<file path="src/rtl/gpu_pkg.sv">
// gpu_pkg: shared definitions for the CPU-to-GPU register bridge.
//   - CPU register window indices (REG_CTRL .. REG_STATUS)
//   - CTRL and STATUS bit positions
//   - memory sequencer state encoding
package gpu_pkg;

    localparam logic [2:0] REG_CTRL    = 3'd0;
    localparam logic [2:0] REG_INC     = 3'd1;
    localparam logic [2:0] REG_ADDR_LO = 3'd2;
    localparam logic [2:0] REG_ADDR_HI = 3'd3;
    localparam logic [2:0] REG_DATA0   = 3'd4;
    localparam logic [2:0] REG_DATA1   = 3'd5;
    localparam logic [2:0] REG_STATUS  = 3'd6;

    localparam int CTRL_SEL_BIT = 0;
    localparam int CTRL_OVF_BIT = 7;

    localparam int ST_FULL_BIT  = 0;
    localparam int ST_EMPTY_BIT = 1;
    localparam int ST_PF0_BIT   = 2;
    localparam int ST_PF1_BIT   = 3;
    localparam int ST_OVF_BIT   = 4;

    typedef enum logic [1:0] {
        SEQ_IDLE = 2'd0,
        SEQ_WR   = 2'd1,
        SEQ_RD   = 2'd2
    } seq_state_t;

endpackage

</file>
<file path="src/rtl/gpu_write_fifo.sv">
// gpu_write_fifo: small synchronous FIFO holding posted CPU writes.
// Ports:
//   clk, rst       clock, synchronous active-low reset
//   push/push_data write side; a push while full is ignored
//   pop            remove head entry (ignored when empty)
//   head           current head entry (valid when !empty)
//   full, empty    occupancy flags, registered-state based
// Push and pop may occur in the same cycle when the FIFO is not full.
module gpu_write_fifo #(
    parameter int DEPTH = 4,
    parameter int WIDTH = 24
) (
    input  logic             clk,
    input  logic             rst,
    input  logic             push,
    input  logic [WIDTH-1:0] push_data,
    input  logic             pop,
    output logic [WIDTH-1:0] head,
    output logic             full,
    output logic             empty
);
    localparam int AW = $clog2(DEPTH);

    logic [WIDTH-1:0] mem [DEPTH];
    // One extra wrap bit distinguishes full from empty.
    logic [AW:0]      wr_ptr, rd_ptr;
    logic             do_push, do_pop;

    assign empty   = (wr_ptr == rd_ptr);
    assign full    = (wr_ptr[AW] != rd_ptr[AW]) && (wr_ptr[AW-1:0] == rd_ptr[AW-1:0]);
    assign do_push = push & ~full;
    assign do_pop  = pop & ~empty;
    assign head    = mem[rd_ptr[AW-1:0]];

    always_ff @(posedge clk) begin
        if (!rst) begin
            wr_ptr <= '0;
            rd_ptr <= '0;
        end else begin
            if (do_push) wr_ptr <= wr_ptr + 1'b1;
            if (do_pop)  rd_ptr <= rd_ptr + 1'b1;
        end
    end

    always_ff @(posedge clk) begin
        if (do_push) mem[wr_ptr[AW-1:0]] <= push_data;
    end

endmodule

</file>
<file path="src/rtl/gpu_bus_bridge.sv">
// gpu_bus_bridge: CPU register window with two auto-incrementing data
// ports, posting writes through a FIFO onto a req/ack memory bus.
// Optional macro GPU_BUS_BRIDGE_READBACK_EN adds per-port prefetch
// registers and the memory read path.
// Ports:
//   clk, rst                      clock, synchronous active-low reset
//   cpu_strobe, cpu_cs_n, cpu_rw  CPU access qualifiers (rw: 1 = read)
//   cpu_addr, cpu_wdata           register index and write data
//   cpu_rdata                     registered read data
//   mem_req, mem_we, mem_addr,    registered memory request, held
//   mem_wdata                     until mem_ack
//   mem_ack, mem_rdata            completion pulse and read data
// ADDR_W is expected to lie in 9..16 (ADDR_HI carries bits [ADDR_W-1:8]).
module gpu_bus_bridge
    import gpu_pkg::*;
#(
    parameter int         ADDR_W     = 16,
    parameter int         FIFO_DEPTH = 4,
    parameter logic [7:0] INC_RESET  = 8'd1
) (
    input  logic              clk,
    input  logic              rst,
    input  logic              cpu_strobe,
    input  logic              cpu_cs_n,
    input  logic              cpu_rw,
    input  logic [2:0]        cpu_addr,
    input  logic [7:0]        cpu_wdata,
    output logic [7:0]        cpu_rdata,
    output logic              mem_req,
    output logic              mem_we,
    output logic [ADDR_W-1:0] mem_addr,
    output logic [7:0]        mem_wdata,
    input  logic              mem_ack,
    input  logic [7:0]        mem_rdata
);
    localparam int EW   = ADDR_W + 8;
    localparam int HI_W = ADDR_W - 8;

    logic                   acc, wr_acc, rd_acc, dport, data_wr, data_rd;
    logic                   push, pop, fifo_full, fifo_empty;
    logic [EW-1:0]          head;
    logic [1:0][ADDR_W-1:0] ptr;
    logic [1:0][7:0]        inc;
    logic                   sel, ovf;
    logic [7:0]             rd_mux;
    seq_state_t             state;

    assign acc     = cpu_strobe & ~cpu_cs_n;
    assign wr_acc  = acc & ~cpu_rw;
    assign rd_acc  = acc & cpu_rw;
    assign dport   = cpu_addr[0];  // DATA0 = 4, DATA1 = 5
    assign data_wr = wr_acc & ((cpu_addr == REG_DATA0) || (cpu_addr == REG_DATA1));
    assign data_rd = rd_acc & ((cpu_addr == REG_DATA0) || (cpu_addr == REG_DATA1));
    // Fullness is the registered flag, so a push in a full cycle is
    // dropped even when the same edge pops.
    assign push    = data_wr & ~fifo_full;
    assign pop     = (state == SEQ_WR) & mem_ack;

    gpu_write_fifo #(.DEPTH(FIFO_DEPTH), .WIDTH(EW)) u_fifo (
        .clk      (clk),
        .rst      (rst),
        .push     (push),
        .push_data({ptr[dport], cpu_wdata}),
        .pop      (pop),
        .head     (head),
        .full     (fifo_full),
        .empty    (fifo_empty)
    );

    // Pointer, increment and control registers.
    always_ff @(posedge clk) begin
        if (!rst) begin
            ptr <= '0;
            inc <= {INC_RESET, INC_RESET};
            sel <= 1'b0;
            ovf <= 1'b0;
        end else begin
            if (wr_acc && cpu_addr == REG_CTRL) begin
                sel <= cpu_wdata[CTRL_SEL_BIT];
                if (cpu_wdata[CTRL_OVF_BIT]) ovf <= 1'b0;
            end
            if (wr_acc && cpu_addr == REG_INC)     inc[sel]             <= cpu_wdata;
            if (wr_acc && cpu_addr == REG_ADDR_LO) ptr[sel][7:0]        <= cpu_wdata;
            if (wr_acc && cpu_addr == REG_ADDR_HI) ptr[sel][ADDR_W-1:8] <= cpu_wdata[HI_W-1:0];
            if (push || data_rd) ptr[dport] <= ptr[dport] + ADDR_W'(inc[dport]);
            if (data_wr && fifo_full) ovf <= 1'b1;
        end
    end

`ifdef GPU_BUS_BRIDGE_READBACK_EN
    logic [1:0][7:0] pf;
    logic [1:0]      pf_vld, pf_pend, refetch;
    logic            rd_port, rd_stale, rd_sel;

    assign rd_sel = ~pf_pend[0];  // port 0 wins when both are pending

    // Anything that makes a port's prefetched byte out of date.
    always_comb begin
        refetch = 2'b00;
        if (push) refetch = 2'b11;
        if (wr_acc && (cpu_addr == REG_ADDR_LO || cpu_addr == REG_ADDR_HI)) refetch[sel] = 1'b1;
        if (data_rd) refetch[dport] = 1'b1;
    end

    always_ff @(posedge clk) begin
        if (!rst) begin
            pf      <= '0;
            pf_vld  <= '0;
            pf_pend <= '0;
        end else begin
            for (int n = 0; n < 2; n++) begin
                if (refetch[n]) begin
                    pf_vld[n]  <= 1'b0;
                    pf_pend[n] <= 1'b1;
                end else if (state == SEQ_RD && mem_ack && !rd_stale && rd_port == 1'(n)) begin
                    pf[n]      <= mem_rdata;
                    pf_vld[n]  <= 1'b1;
                    pf_pend[n] <= 1'b0;
                end
            end
        end
    end
`else
    logic unused_rdata;
    assign unused_rdata = ^mem_rdata;
`endif

    // Memory sequencer. Every request ends in IDLE, which leaves one idle
    // cycle between an ack and the next request.
    always_ff @(posedge clk) begin
        if (!rst) begin
            state     <= SEQ_IDLE;
            mem_req   <= 1'b0;
            mem_we    <= 1'b0;
            mem_addr  <= '0;
            mem_wdata <= '0;
`ifdef GPU_BUS_BRIDGE_READBACK_EN
            rd_port   <= 1'b0;
            rd_stale  <= 1'b0;
`endif
        end else begin
            case (state)
                SEQ_IDLE: begin
                    if (!fifo_empty) begin
                        state     <= SEQ_WR;
                        mem_req   <= 1'b1;
                        mem_we    <= 1'b1;
                        mem_addr  <= head[EW-1:8];
                        mem_wdata <= head[7:0];
                    end
`ifdef GPU_BUS_BRIDGE_READBACK_EN
                    else if (pf_pend != 2'b00) begin
                        state    <= SEQ_RD;
                        mem_req  <= 1'b1;
                        mem_we   <= 1'b0;
                        mem_addr <= ptr[rd_sel];
                        rd_port  <= rd_sel;
                        // Pointer moving on the issue edge: old address went out.
                        rd_stale <= refetch[rd_sel];
                    end
`endif
                end
                SEQ_WR: begin
                    if (mem_ack) begin
                        state   <= SEQ_IDLE;
                        mem_req <= 1'b0;
                    end
                end
`ifdef GPU_BUS_BRIDGE_READBACK_EN
                SEQ_RD: begin
                    if (refetch[rd_port]) rd_stale <= 1'b1;
                    if (mem_ack) begin
                        state   <= SEQ_IDLE;
                        mem_req <= 1'b0;
                    end
                end
`endif
                default: state <= SEQ_IDLE;
            endcase
        end
    end

    always_comb begin
        rd_mux = 8'h00;
        case (cpu_addr)
            REG_CTRL:    rd_mux = {ovf, 6'b0, sel};
            REG_INC:     rd_mux = inc[sel];
            REG_ADDR_LO: rd_mux = ptr[sel][7:0];
            REG_ADDR_HI: rd_mux = 8'(ptr[sel][ADDR_W-1:8]);
`ifdef GPU_BUS_BRIDGE_READBACK_EN
            REG_DATA0, REG_DATA1: rd_mux = pf[dport];
`endif
            REG_STATUS: begin
                rd_mux[ST_FULL_BIT]  = fifo_full;
                rd_mux[ST_EMPTY_BIT] = fifo_empty;
                rd_mux[ST_OVF_BIT]   = ovf;
`ifdef GPU_BUS_BRIDGE_READBACK_EN
                rd_mux[ST_PF0_BIT]   = pf_vld[0];
                rd_mux[ST_PF1_BIT]   = pf_vld[1];
`endif
            end
            default: rd_mux = 8'h00;
        endcase
    end

    always_ff @(posedge clk) begin
        if (!rst)        cpu_rdata <= 8'h00;
        else if (rd_acc) cpu_rdata <= rd_mux;
    end

endmodule

</file>
<file path="config.mk">
export PLATFORM = sky130hd
export DESIGN_NAME = gpu_bus_bridge
export DESIGN_NICKNAME = d
export VERILOG_FILES = /design/src/rtl/gpu_pkg.sv /design/src/rtl/gpu_write_fifo.sv /design/src/rtl/gpu_bus_bridge.sv
export SDC_FILE = /design/constraint.sdc
export NUM_CORES = 1
export LEC_CHECK = 0
export CORE_MARGIN = 8
export CORE_UTILIZATION = 30
export CTS_BUF_LIST = sky130_fd_sc_hd__clkbuf_8
export CTS_CLUSTER_SIZE = 40
export DETAILED_ROUTE_END_ITERATION = 16
export PLACE_DENSITY = 0.47
export SETUP_SLACK_MARGIN = 0.2
export SKIP_CTS_REPAIR_TIMING = 1
export SYNTH_ARGS = -nofsm -noshare
export SYNTH_HDL_FRONTEND = slang
export SYNTH_SLANG_ARGS = --single-unit
</file>
<file path="constraint.sdc">
create_clock -name clk -period 4.5 [get_ports clk]
set_input_delay 0.675 -clock clk [delete_from_list [all_inputs] [get_ports clk]]
set_output_delay 0.675 -clock clk [all_outputs]
set_load 0.01 [all_outputs]
</file>
==> summary.txt <==
Mapped Cells -> 753
Synth Area in XOR/XNOR -> 0.02270
CTS buffer count -> 17
Vias in the first global route -> 5881
RSZ-0062 raised after global routing -> false
Post-synthesis async set-or-reset flop share -> 0
Die X-Extent -> 186.4 um
Antenna Cells -> 0
Worst Path Max Fanout -> 27
Starting Density -> 0.3042
Cell with the most instances after synthesis -> nand2_1
Die Y -> 186.4 um
WS Path Type -> input port to register
Mean Syn Cell Area -> 11.56 um^2
TritonCTS clock tree -> built
Final RePlAce weighted congestion -> 0.7701
Nets -> 831
Routed wire length -> 22.52 mm
Final hold slack -> 0.4577 ns
Fraction of the mapped netlist area in compound gates -> 0.1151
Power Dens Cells -> 314.0 nW/um^2
Post-route design area -> 10000 um^2
Clk root buf -> clkbuf_8
Slew margin rel. -> 0.3395
DRC viols -> 0
Crit path DAT -> 3.51 ns
Synth Register Bits -> 186
Number of I/O port buffers -> 50
WL/cell -> 18.94 um
Initial antenna violation count -> 1
Worst path max stage delay -> 0.52 ns
Io pins -> 59
Syn_nets -> 792
Area Growth Syn to Fin -> 14.84%
Part of the cycle the worst path needs -> 0.6946
Share of cells above drive strength 1 -> 0.1640
Initial DRC Count -> 323
Via count -> 5842
Max Slew Vio Count -> 0
Adder-cell share of the synthesized area -> 0.02098
DR pass1 iterations -> 4
Worst-Skew Late Latency -> 0.47 ns
# clock sinks -> 186
Most instantiated cells after synthesis -> nand2_1 (115), edfxtp_1 (96), dfxtp_1 (90)
Core Region -> 28630 um^2
Placed Area -> 9587 um^2
First-pass GRT wire length -> 35.36 mm
Period minus WS final -> 3.125 ns
Static Leakage -> 3.564 nW
Main synth FF type -> edfxtp_1
Fin Setup TNS -> 0 ns
Critical Path Sink Type -> register
Crit-path cells -> buf_2 > mux2_2 > ha_1 > inv_1 > fa_1 > nor2b_1 > o21ai_0 > a21oi_1 > o211ai_1 > and3_1 > nor3_1
Post-synth EDFFs -> 96
Die area -> 34730 um^2
Via density -> 4.913
Num rows -> 62
Hpwl dp -> 14.86 mm
CP required -> 4.89 ns
Final Hold Fails -> 0
Placed cells -> 1157
Post-route ant nets -> 0
CTS clk-pin slew, worst paths -> 0.11 ns
Achievable Freq -> 0.3199 GHz
Yosys synthesis warning count -> 0
Worst-Margin Slew -> 0.9908 ns
Cell at the slowest stage of the critical path -> buf_2
CTS Buffer Depth -> 2
Post-synth top area cell -> edfxtp_1
Setup crit start kind -> input port
Yosys top cell area share -> 0.3311
Total Routing Usage GR -> 0.1295
Cell Count, Final, Fillers Out -> 1189
Status -> finished, final reports clean
Worst Hold Class -> register to register
Remaining global-route overflow -> 0
Largest cells by area after synthesis -> edfxtp_1 (33%), dfxtp_1 (21%), mux4_2 (6.5%)
Largest family of logic cells by synthesized area -> simple AND/OR/NAND/NOR gates
Mapped cell area -> 8707 um^2
Clock skew -> 0.02523 ns
Peak supply drop -> 0.1671 mV
H-tree levels -> 4
MaxCap Viol Count -> 0
Simple-gate share of the synthesized area -> 0.1423
Setup violations, final -> 0
Seq/Total Area, Yosys -> 0.5380
Largest net degree at the start of global routing -> 70
Distinct cells, synth -> 60
Post-synthesis mux area share -> 0.1290
logic make-up (layout without fill, tap and decap cells):
kind of cell,Yosys count,count (layout)
fa+ha+maj,14,14
mux,76,76
simple gates,254,254
flops,186,186
buf+inv,60,112
xor+xnor,20,20
compound gates,143,143
critical path: cells and delay by family:
family	cells	cell delay [ns]
buf+inv	2	0.58
simple gates	3	0.55
fa+ha+maj	2	0.62
mux	1	0.35
compound gates	3	0.71
final cells by class:
class | instances | area [um^2]
well taps | 384 | 480.5
clock inverters | 15 | 178.9
multi-input cells | 507 | 3745
inverters | 14 | 52.55
flip-flops and latches | 186 | 4686
repair buffers | 66 | 623.1
fillers | 2851 | 18630
clock buffers | 17 | 234.0
placed cells by master, fill, tap and decap left out, drive strengths merged, types with 2 or more instances in the layout:
cell	count
nand2	118
edfxtp	96
dfxtp	90
clkdlybuf4s50	48
nand3	46
mux2	40
a21boi	38
o21ai	32
a21oi	26
mux4	25
inv	23
nor3	18
buf	18
clkbuf	17
nor2	16
nor2b	14
xnor2	14
ha	13
mux2i	11
and3	11
a22oi	11
o211a	10
and2	9
nand2b	8
a221oi	7
xor2	6
a31oi	4
and2b	3
nand4	3
o211ai	3
a211oi	3
clkinv	3
a21o	2
bufinv	2
nor4	2
sequential cells by signal (all words and copies together) (netlist names):
name and cells:
u_fifo.mem 96, ptr 32, inc 16, mem_addr 16
cpu_rdata 8, mem_wdata 8, u_fifo.rd_ptr 3, u_fifo.wr_ptr 3
mem_req 1, mem_we 1, ovf 1, sel 1
metrics by stage:
stage	setup WS, ns	util	total power [W]
global route	1.168	0.3493	0.003269
floorplan	1.040	-	0.001927
finish	1.375	0.3493	0.003140
CTS	1.382	0.3493	0.003193
global placement	0.8962	0.3349	0.002001
detailed placement	0.9067	0.3349	0.002001
final timing paths:
check                           depth (start not counted)                        end  slack (ns)                      start
worst max-delay path                                   11         ptr[28]$_SDFF_PN0_        1.37                cpu_addr[0]
worst min-delay path                                    2  mem_wdata[0]$_SDFFE_PN0P_        0.46  mem_wdata[0]$_SDFFE_PN0P_
worst max register to register                         10         ptr[28]$_SDFF_PN0_        1.89         ptr[16]$_SDFF_PN0_
worst min register to register                          2  mem_wdata[0]$_SDFFE_PN0P_        0.46  mem_wdata[0]$_SDFFE_PN0P_
report_power, final:
| group | switching (W) | internal, W |
|---|---|---|
| Combinational | 0.000103 | 0.0000613 |
| Sequential | 0.00000921 | 0.00179 |
| Clock | 0.000663 | 0.000517 |
| Total | 0.000775 | 0.00236 |
routing by layer:
layer | global-route usage | up-vias | wire length, um
li1 | - | 2828 | -
met1 | 0.1688 | 2912 | 10530
met2 | 0.2170 | 83 | 11010
met3 | 0.02349 | 19 | 716
met4 | 0.03541 | 0 | 269
met5 | 0 | - | 0
(Power assumes the default switching activity.)
